$ cat config.mk
export PLATFORM = sky130hd
export DESIGN_NAME = neuromorphic_asic_bridge_top
export DESIGN_NICKNAME = d
export VERILOG_FILES = /design/src/rtl/neuromorphic_asic_bridge_top.sv
export SDC_FILE = /design/constraint.sdc
export NUM_CORES = 1
export LEC_CHECK = 0
export BUFFER_PORTS_ARGS = -buffer_cell sky130_fd_sc_hd__buf_2
export CAP_MARGIN = 20
export CORE_MARGIN = 4
export CORE_UTILIZATION = 50
export DETAILED_ROUTE_END_ITERATION = 7
export PLACE_DENSITY = 0.68
export SLEW_MARGIN = 20
export SYNTH_ARGS = -nofsm -noshare
export SYNTH_HDL_FRONTEND = slang
export SYNTH_SLANG_ARGS = --single-unit
$ cat constraint.sdc
create_clock -name S_AXI_ACLK -period 4.96 [get_ports S_AXI_ACLK]
set_input_delay 0.744 -clock S_AXI_ACLK [delete_from_list [all_inputs] [get_ports S_AXI_ACLK]]
set_output_delay 0.744 -clock S_AXI_ACLK [all_outputs]
set_load 0.02 [all_outputs]
$ cat src/rtl/neuromorphic_asic_bridge_top.sv
// AXI4-Lite register bridge to a four-neuron integrate-and-fire network.
// The network advances once per TICK_DIV clock cycles; spike counts are readable over AXI.
module neuromorphic_asic_bridge_top #(
    parameter int unsigned TICK_DIV = 1000
) (
    input  logic        S_AXI_ACLK,
    input  logic        S_AXI_ARESETN,
    input  logic        pwm_clk,
    input  logic [8:0]  S_AXI_AWADDR,
    input  logic        S_AXI_AWVALID,
    output logic        S_AXI_AWREADY,
    input  logic [31:0] S_AXI_WDATA,
    input  logic [3:0]  S_AXI_WSTRB,
    input  logic        S_AXI_WVALID,
    output logic        S_AXI_WREADY,
    output logic [1:0]  S_AXI_BRESP,
    output logic        S_AXI_BVALID,
    input  logic        S_AXI_BREADY,
    input  logic [8:0]  S_AXI_ARADDR,
    input  logic        S_AXI_ARVALID,
    output logic        S_AXI_ARREADY,
    output logic [31:0] S_AXI_RDATA,
    output logic [1:0]  S_AXI_RRESP,
    output logic        S_AXI_RVALID,
    input  logic        S_AXI_RREADY,
    input  logic        VP,
    input  logic        VN,
    output logic [3:0]  XADC_MUXADDR,
    output logic [7:0]  leds,
    output logic [15:0] digit
);

    localparam int unsigned PW = $clog2(TICK_DIV);

    typedef enum logic [2:0] {
        REG_CTRL    = 3'd0,
        REG_NET_OUT = 3'd1,
        REG_WEIGHTS = 3'd2,
        REG_DEBUG   = 3'd3,
        REG_CNT0    = 3'd4,
        REG_CNT1    = 3'd5,
        REG_CNT2    = 3'd6,
        REG_CNT3    = 3'd7
    } reg_idx_e;

    logic [31:0]       ctrl_q, ctrl_d, weights_q, weights_d, debug_q, debug_d;
    logic [3:0][31:0]  cnt_q, cnt_d;
    logic [3:0][7:0]   pot_q, pot_d;
    logic [3:0]        flags_q, flags_d;
    logic [15:0]       tick_cnt_q, tick_cnt_d;
    logic [PW-1:0]     presc_q, presc_d;
    logic [3:0]        mux_q, mux_d;
    logic              awready_q, awready_d, bvalid_q, bvalid_d;
    logic              arready_q, arready_d, rvalid_q, rvalid_d;
    logic [31:0]       rdata_q, rdata_d;

    logic [3:0][8:0]   sum;
    logic [31:0]       rd_data;
    reg_idx_e          wr_idx, rd_idx;
    logic              wr_commit, clr, tick, tick_eff;
    logic              unused_inputs;

    assign unused_inputs = ^{pwm_clk, VP, VN, S_AXI_WSTRB, S_AXI_AWADDR[1:0], S_AXI_ARADDR[1:0]};

    assign wr_idx    = reg_idx_e'(S_AXI_AWADDR[4:2]);
    assign rd_idx    = reg_idx_e'(S_AXI_ARADDR[4:2]);
    assign wr_commit = awready_q && (S_AXI_AWADDR[8:5] == 4'd0);
    assign clr       = wr_commit && (wr_idx == REG_DEBUG) && S_AXI_WDATA[2];
    assign tick      = (presc_q == PW'(TICK_DIV - 1));
    // A clear landing on the tick edge swallows that tick entirely.
    assign tick_eff  = tick && !clr;

    always_comb begin
        for (int i = 0; i < 4; i++) begin
            sum[i] = {1'b0, pot_q[i]} + {1'b0, weights_q[8*i +: 8]};
        end
    end

    always_comb begin
        rd_data = '0;
        if (S_AXI_ARADDR[8:5] == 4'd0) begin
            case (rd_idx)
                REG_CTRL:    rd_data = ctrl_q;
                REG_NET_OUT: rd_data = {tick_cnt_q, 8'h00, mux_q, flags_q};
                REG_WEIGHTS: rd_data = weights_q;
                REG_DEBUG:   rd_data = debug_q;
                REG_CNT0:    rd_data = cnt_q[0];
                REG_CNT1:    rd_data = cnt_q[1];
                REG_CNT2:    rd_data = cnt_q[2];
                REG_CNT3:    rd_data = cnt_q[3];
                default:     rd_data = '0;
            endcase
        end
    end

    always_comb begin
        // NOTE: every _d starts from its _q, so no branch below can infer a latch.
        ctrl_d     = ctrl_q;
        weights_d  = weights_q;
        debug_d    = debug_q;
        cnt_d      = cnt_q;
        pot_d      = pot_q;
        flags_d    = flags_q;
        tick_cnt_d = tick_cnt_q;
        presc_d    = tick ? '0 : presc_q + 1'b1;

        awready_d = S_AXI_AWVALID && S_AXI_WVALID && !bvalid_q && !awready_q;
        bvalid_d  = awready_q || (bvalid_q && !S_AXI_BREADY);
        arready_d = S_AXI_ARVALID && !rvalid_q && !arready_q;
        rvalid_d  = arready_q || (rvalid_q && !S_AXI_RREADY);
        rdata_d   = arready_q ? rd_data : rdata_q;

        if (wr_commit) begin
            case (wr_idx)
                REG_CTRL:    ctrl_d    = S_AXI_WDATA;
                REG_WEIGHTS: weights_d = S_AXI_WDATA;
                REG_DEBUG:   debug_d   = S_AXI_WDATA & ~32'h0000_0004;
                default:     ;
            endcase
        end

        mux_d = ctrl_q[1] ? (tick_eff ? mux_q + 4'd1 : mux_q) : ctrl_q[7:4];

        if (clr) begin
            cnt_d      = '0;
            pot_d      = '0;
            flags_d    = '0;
            tick_cnt_d = '0;
        end else if (tick) begin
            tick_cnt_d = tick_cnt_q + 16'd1;
            for (int i = 0; i < 4; i++) begin
                flags_d[i] = 1'b0;
                if (ctrl_q[0]) begin
                    if (sum[i] >= {1'b0, ctrl_q[15:8]}) begin
                        flags_d[i] = 1'b1;
                        pot_d[i]   = 8'd0;
                        cnt_d[i]   = cnt_q[i] + 32'd1;
                    end else begin
                        pot_d[i]   = sum[i][7:0];
                    end
                end
            end
        end
    end

    // NOTE: state registers use non-blocking assignments only, so every flop samples pre-edge values.
    always_ff @(posedge S_AXI_ACLK or negedge S_AXI_ARESETN) begin
        if (!S_AXI_ARESETN) begin
            ctrl_q     <= '0;
            weights_q  <= '0;
            debug_q    <= '0;
            cnt_q      <= '0;
            pot_q      <= '0;
            flags_q    <= '0;
            tick_cnt_q <= '0;
            presc_q    <= '0;
            mux_q      <= '0;
            awready_q  <= 1'b0;
            bvalid_q   <= 1'b0;
            arready_q  <= 1'b0;
            rvalid_q   <= 1'b0;
            rdata_q    <= '0;
        end else begin
            ctrl_q     <= ctrl_d;
            weights_q  <= weights_d;
            debug_q    <= debug_d;
            cnt_q      <= cnt_d;
            pot_q      <= pot_d;
            flags_q    <= flags_d;
            tick_cnt_q <= tick_cnt_d;
            presc_q    <= presc_d;
            mux_q      <= mux_d;
            awready_q  <= awready_d;
            bvalid_q   <= bvalid_d;
            arready_q  <= arready_d;
            rvalid_q   <= rvalid_d;
            rdata_q    <= rdata_d;
        end
    end

    assign S_AXI_AWREADY = awready_q;
    assign S_AXI_WREADY  = awready_q;
    assign S_AXI_BRESP   = 2'b00;
    assign S_AXI_BVALID  = bvalid_q;
    assign S_AXI_ARREADY = arready_q;
    assign S_AXI_RDATA   = rdata_q;
    assign S_AXI_RRESP   = 2'b00;
    assign S_AXI_RVALID  = rvalid_q;
    assign XADC_MUXADDR  = mux_q;
    assign leds          = debug_q[7:0];
    assign digit         = {cnt_q[3][3:0], cnt_q[2][3:0], cnt_q[1][3:0], cnt_q[0][3:0]};

endmodule

==> results.md, run 1 <==
* Status: finished, final reports clean
* Pin count of the biggest net entering global routing at 116
* Hold Path Class: in2async
* Design area at 0.02097 mm^2
* Final period util at 83.62%
* Reg2Reg Setup Slack at 0.81 ns
* First-pass GRT wire length at 88740 um
* Gr usage total at 27.21%
* CTS root buffer: clkbuf_16
* Setup TNS at 0 ns
* Pwr Density at 307.6 mW/mm^2
* Post-synth EDFFs at 0
* Clk sinks at 325
* RSZ-0062 raised after global routing: no
* Final core utilization at 56.86%
* Die width at 202.2 um
* GR Overflow Total at 0
* Overall power at 6.450 mW
* Main synth FF type: dfrtp_1
* Critical Path End Type: register
* P_leak at 9.290 nW
* FMAX at 241.1 MHz
* # hold bufs at CTS at 0
* Vias at 15850
* CTS Buf Count at 37
* Ports at 133
* Period minus WS final at 4.147 ns
* CP max FO at 16
* Syn_area_per_cell at 9.754 um^2
* Slew Viols, Final at 0
* Synth warn at 0
* Critical path class: reg2reg
* R2R cell count at 14
* R2R Path End: cnt_q[121]
* Share of cells above drive strength 1 at 16.98%
* Final setup violation count at 0
* Final Hold Fails at 0
* Commonest non-fill, non-tap cells in the layout: dfrtp_1 (325), nand2_1 (142), nor2_1 (124), buf_2 (115), a21oi_1 (114)
* Clock transition at path regs at 0.06 ns
* DRT antenna net count at 0
* Fillers at 3224
* Post-DR wirelength/cell at 22.61 um
* GPL Wtd Cong at 0.9058
* Post-Syn Area at 0.01886 mm^2
* Diode count at 0
* Setup slack after placement at 0.8778 ns
* Syn Inst Count at 1934
* Startpoint Class: register
* CP required at 5.35 ns
* Post-CTS sizing at 0
* Clk buf depth at 3
* CORE AREA at 0.03687 mm^2
* Relative max-transition margin at 26.41%
* Worst R2R Start: weights_q[24]
* Number of synthesized register bits at 325
* Worst skew pair latency at 0.55 ns
* Setup WS post-layout at 0.8126 ns
* Area Overhead vs Synth at 11.14%
* Slew @ Worst Pin at 1.095 ns
* Commonest non-fill, non-tap cell in the layout: dfrtp_1
* Setup bufs post-CTS at 0
* H-Tree Depth at 2
* Die Y at 202.2 um
* Port Buffers at 116
* Drt via density at 6.309
* Residual DRC count at 0
* Worst Path Arrival at 4.53 ns
* Maximum vdd drop at 0.0002593 V
* Max-Cap Viols at 0
* Dpl hpwl at 39710 um
* FP Rows at 70
* Initial core utilization at 51.16%
* Dpl cell area at 0.01979 mm^2
* DR pass1 iterations at 7
* CTS tree: built
* Antenna violations before repair at 0
* Post-synthesis async set-or-reset flop share at 100.0%
* Drt initial violations at 1609
* Die area at 0.04090 mm^2
* Vias in the first global route at 15270
* Drt total wl at 56800 um
* Fin nets at 2123
* Skew final at 0.02849 ns
* Synth cell types at 74
* Sequential share of the synthesized area at 43.11%
[registers in the layout, indices dropped and copies added, names as in the netlist, 10 cells and up]
signal,count
tick_cnt_q,16
ctrl_q,32
debug_q,31
cnt_q,112
S_AXI_RDATA,32
presc_q,10
pot_q,32
digit,16
weights_q,32
[worst max-delay path by stage]
stage	from	end	slack, ns	cells after the start
6_report	weights_q[24]	cnt_q[121]	0.81	14
3_5_place_dp	weights_q[24]	cnt_q[121]	0.88	14
5_1_grt	weights_q[24]	cnt_q[120]	0.52	14
2_1_floorplan	weights_q[25]	cnt_q[125]	1.34	15
3_3_place_gp	weights_q[24]	cnt_q[122]	0.95	14
4_1_cts	weights_q[24]	cnt_q[119]	0.83	14
[power by group]
group | switching [mW] | total (mW) | internal (mW)
Combinational | 0.606 | 0.887 | 0.281
Sequential | 0.0935 | 2.83 | 2.74
Clock | 1.14 | 2.73 | 1.59
[cell usage after synthesis (all sizes together), types with 21 or more instances]
cell type  count  area (um^2)
a2111oi       21        192.7
a211oi        26        195.2
a21oi        114        570.6
a22o          41        359.1
and3          22        137.6
buf           46        294.0
clkbuf        97        364.1
dfrtp        325         8133
ha            71        888.4
inv          101        379.1
mux2         100         1126
mux2i         51        510.5
nand2        143        536.8
nand2b        40        250.2
nand3         61        305.3
nand4         49        306.5
nor2         126        473.0
nor3          26        130.1
nor4          21        152.6
o21ai         99        495.5
o22ai         39        244.0
o31ai         28        210.2
or4           36        270.3
xnor2         54        473.0
[routing by layer]
layer | GRT usage [%] | part of all wire (%) | vias to the layer above
met5 | 0 | 0 | -
met4 | 11.71 | 4.8 | 0
met3 | 4.219 | 7.2 | 136
met2 | 42.99 | 46 | 665
met1 | 37.52 | 42 | 7844
li1 | - | - | 7204
[critical path, stage by stage (launching register included)]
cell	delay, ns
dfrtp_1	0.40
ha_1	0.24
fa_1	0.42
a211oi_1	0.30
o21bai_1	0.12
a21oi_1	0.21
xnor2_1	0.11
ha_1	0.32
o21ai_0	0.10
o31a_1	0.27
o21a_1	0.41
buf_4	0.31
a2111oi_0	0.55
xnor2_1	0.18
nor2_1	0.05
[metrics by stage]
stage | instances | hold slack [ns]
final | 2512 | 0.2901
after global routing | 2512 | 0.3726
after CTS | 2512 | 0.3555
after detailed placement | 2449 | 0.4460
after global placement | 2449 | 0.4431
after floorplan | 1938 | 0.4484
[final cells by class]
| cell class | count | area, um^2 | area share (%) |
|---|---|---|---|
| Multi-Input combinational cell | 1369 | 9759 | 46.55 |
| Sequential cell | 325 | 8133 | 38.79 |
| Clock buffer | 50 | 1055 | 5.031 |
| Timing Repair Buffer | 150 | 883.3 | 4.213 |
| Tap cell | 504 | 630.6 | 3.008 |
| Inverter | 101 | 379.1 | 1.808 |
| Clock inverter | 13 | 126.4 | 0.6027 |
[kinds of logic (layout without fill, tap and decap cells)]
kind of cell | after synthesis | count (layout) | synth area share (%)
other | 1 | 5 | 0.01988
multiplexers | 166 | 166 | 10.47
AND/OR/NAND/NOR | 574 | 574 | 15.57
AO/OA/AOI/OAI | 475 | 475 | 16.77
buffers and inverters | 244 | 314 | 5.498
XOR/XNOR | 74 | 74 | 3.436
adder cells (fa/ha/maj) | 75 | 75 | 5.134
flip-flops | 325 | 325 | 43.11
Note: power is estimated with default switching activity, not from simulation.
==> run 2, diff against run 1 <==
--- a/config.mk
+++ b/config.mk
@@ -10,7 +10,7 @@
 export CORE_MARGIN = 4
 export CORE_UTILIZATION = 50
 export DETAILED_ROUTE_END_ITERATION = 7
-export PLACE_DENSITY = 0.68
+export PLACE_DENSITY = 0.71
 export SLEW_MARGIN = 20
 export SYNTH_ARGS = -nofsm -noshare
 export SYNTH_HDL_FRONTEND = slang
==> constraint.sdc (replaced) <==
create_clock -name S_AXI_ACLK -period 3.5 [get_ports S_AXI_ACLK]
set_input_delay 0.525 -clock S_AXI_ACLK [delete_from_list [all_inputs] [get_ports S_AXI_ACLK]]
set_output_delay 0.525 -clock S_AXI_ACLK [all_outputs]
set_load 0.02 [all_outputs]
==> run 2 against run 1 <==
  * The flow now finishes with violations (negative setup slack)
  * Clock power grew 53%
  * Clock skew is 0.0023 ns lower
  * Core utilization rose by 7.5 points
  * Maximum frequency rose by 16%
  * Critical path depth increased by 2
  * Sequential share of layout area down 4.5 points
  * Worst hold slack worse by 0.25 ns
  * Global-route usage increased by 1.2 points
  * Via count grew 8.2%
  * Highest routed layer is now met5
==> results.md, run 2 (synthesis results as in run 1) <==
* Max-Cap Viols at 0 (unchanged)
* DR pass1 iterations at 6 (-1)
* Final setup violation count at 16 (+16)
* Slowest cell delay on critical path at 0.40 ns (-0.15 ns)
* Gr usage total at 28.39% (+1.2 points)
* Drt initial violations at 1705 (+6.0%)
* Pwr Density at 432.6 mW/mm^2 (+41%)
* Vias at 17150 (+8.2%)
* Overall power at 10.26 mW (+59%)
* Clk sinks at 325 (unchanged)
* CP required at 3.92 ns (-1.43 ns)
* Slew Viols, Final at 0 (unchanged)
* DRT antenna net count at 0 (unchanged)
* Fin nets at 2243 (+5.7%)
* Critical Path End Type: register
* Skew final at 0.02622 ns (-0.002268 ns)
* Clock transition at path regs at 0.06 ns (about the same)
* P_leak at 10.33 nW (+11%)
* Share of cells above drive strength 1 at 29.89% (+13 points)
* Vias in the first global route at 16530 (+8.3%)
* Setup TNS at -0.3104 ns (-0.3104 ns)
* Top reg by flops: cnt_q
* FP Rows at 70 (unchanged)
* CP max FO at 8 (-8)
* Pin count of the biggest net entering global routing at 90 (-22%)
* Post-DR wirelength/cell at 24.31 um (+7.5%)
* CTS root buffer: clkbuf_16
* Area Overhead vs Synth at 25.74%
* Final core utilization at 64.33% (+7.5 points)
* R2R Path End: cnt_q[120]
* Final period util at 102.0% (+18 points)
* FMAX at 280.2 MHz (+16%)
* Hold Path Class: in2async
* WP buf/inv at 3 (+2)
* CORE AREA at 0.03687 mm^2 (unchanged)
* Setup WS post-layout at -0.06829 ns (-0.8809 ns)
* GR Overflow Total at 0 (unchanged)
* Commonest non-fill, non-tap cells in the layout: dfrtp_1 (323), nand2_1 (142), nor2_1 (122), buf_2 (115), buf_4 (107)
* Residual DRC count at 0 (unchanged)
* Worst Path Arrival at 3.99 ns (-0.54 ns)
* Worst R2R Start: weights_q[25]
* H-Tree Depth at 2 (unchanged)
* Status: finished with violations
* Dpl cell area at 0.02038 mm^2 (+3.0%)
* Die width at 202.2 um (unchanged)
* Largest register FFs at 112 (unchanged)
* Maximum vdd drop at 0.0003607 V (+39%)
* Largest delay share family, worst path: compound AO/OA/AOI/OAI gates
* Slowest CP cell: dfrtp_1
* Critical path class: reg2reg
* RSZ-0062 raised after global routing: yes
* Initial core utilization at 51.16% (unchanged)
* Failing checks: negative setup slack
* Commonest non-fill, non-tap cell in the layout: dfrtp_1
* First-pass GRT wire length at 93090 um (+4.9%)
* Antenna violations before repair at 1 (+1)
* Drt total wl at 64070 um (+13%)
* Reg2Reg Setup Slack at -0.07 ns (-0.88 ns)
* Startpoint Class: register
* Ports at 133 (unchanged)
* CTS Buf Count at 37 (unchanged)
* Worst skew pair latency at 0.55 ns (about the same)
* # hold bufs at CTS at 0 (unchanged)
* Diode count at 0 (unchanged)
* Slew @ Worst Pin at 1.161 ns (+0.06583 ns)
* Critical path cell sequence: ha_1 > a21o_1 > a21oi_2 > o21bai_1 > a311o_1 > xor2_1 > ha_1 > buf_4 > nand4_1 > o31a_1 > o21a_4 > buf_12 > a2111oi_4 > buf_4 > xnor2_2 > nor2_1
* Hold Slack at 0.04419 ns (-0.2459 ns)
* Drt via density at 6.510 (+3.2%)
* Die area at 0.04090 mm^2 (unchanged)
* Dpl hpwl at 41380 um (+4.2%)
* Clk buf depth at 3 (unchanged)
* Die Y at 202.2 um (unchanged)
* R2R cell count at 16 (+2)
* Period minus WS final at 3.568 ns (-0.5791 ns)
* Relative max-transition margin at 21.99% (-4.4 points)
* Final Hold Fails at 0 (unchanged)
* Design area at 0.02372 mm^2 (+13%)
* Port Buffers at 116 (unchanged)
* GPL Wtd Cong at 0.9310 (+2.8%)
* CTS tree: built
## run 2: changes by cell type in the layout (fill, tap and decap cells not counted), moves of 11 or more
cell and change:
a21oi_1 -34, or4_4 +21, o31ai_1 -14, o21ai_0 -12, clkbuf_16 +12, or4_1 -21, buf_6 +17, a21oi_2 +31
buf_4 +76, nor4_1 -11, a2111oi_4 +19, a2111oi_0 -14, buf_12 +11
## run 2: what timing repair did
action                                  4_1_cts  5_1_grt
pin swaps                                    19      139
endpoints found under the setup margin      114      156
buffers inserted                              8       33
cloned                                        3       14
resized for setup                            63      211
## run 2: worst max-delay path by stage
stage / start / to / slack (ns) / depth (start not counted)
after floorplan: weights_q[25] / cnt_q[109] / -0.10 / 14
after global placement: weights_q[24] / cnt_q[122] / -0.20 / 15
after detailed placement: weights_q[24] / cnt_q[121] / -0.38 / 14
after CTS: pot_q[1] / digit[3] / -0.06 / 15
after global routing: weights_q[1] / cnt_q[4] / -0.21 / 16
final: weights_q[25] / cnt_q[120] / -0.07 / 16
## run 2: per-stage QoR
step / setup slack (ns) / cells
4_1_cts: -0.05947 / 2588
6_report: -0.06829 / 2635
3_3_place_gp: -0.2031 / 2511
3_5_place_dp: -0.3849 / 2511
2_1_floorplan: -0.1032 / 1938
5_1_grt: -0.2133 / 2635
## run 2: power breakdown
part,leakage (nW),switching (mW),total (mW),internal (mW)
sequential,3.87,0.137,4.02,3.88
combinational,5.82,1.26,2.06,0.803
clock,0.646,1.63,4.18,2.55
## run 2: area by class of cell
cell class              count  area [um^2]
fillers                  2761        13150
multi-input cells        1369        11030
flip-flops and latches    325         8135
repair buffers            270         2243
clock buffers              50         1087
well taps                 504        630.6
inverters                 101        381.6
clock inverters            16        211.5
## run 2: routing by layer
metal / GRT usage (%) / vias up / share of wire (%) / wire length (um)
li1: - / 7439 / - / -
met1: 37.90 / 8572 / 39 / 25050
met2: 45.56 / 921 / 46 / 29470
met3: 4.733 / 220 / 9.1 / 5855
met4: 13.24 / 2 / 5.7 / 3677
met5: 0 / - / 0.020 / 13
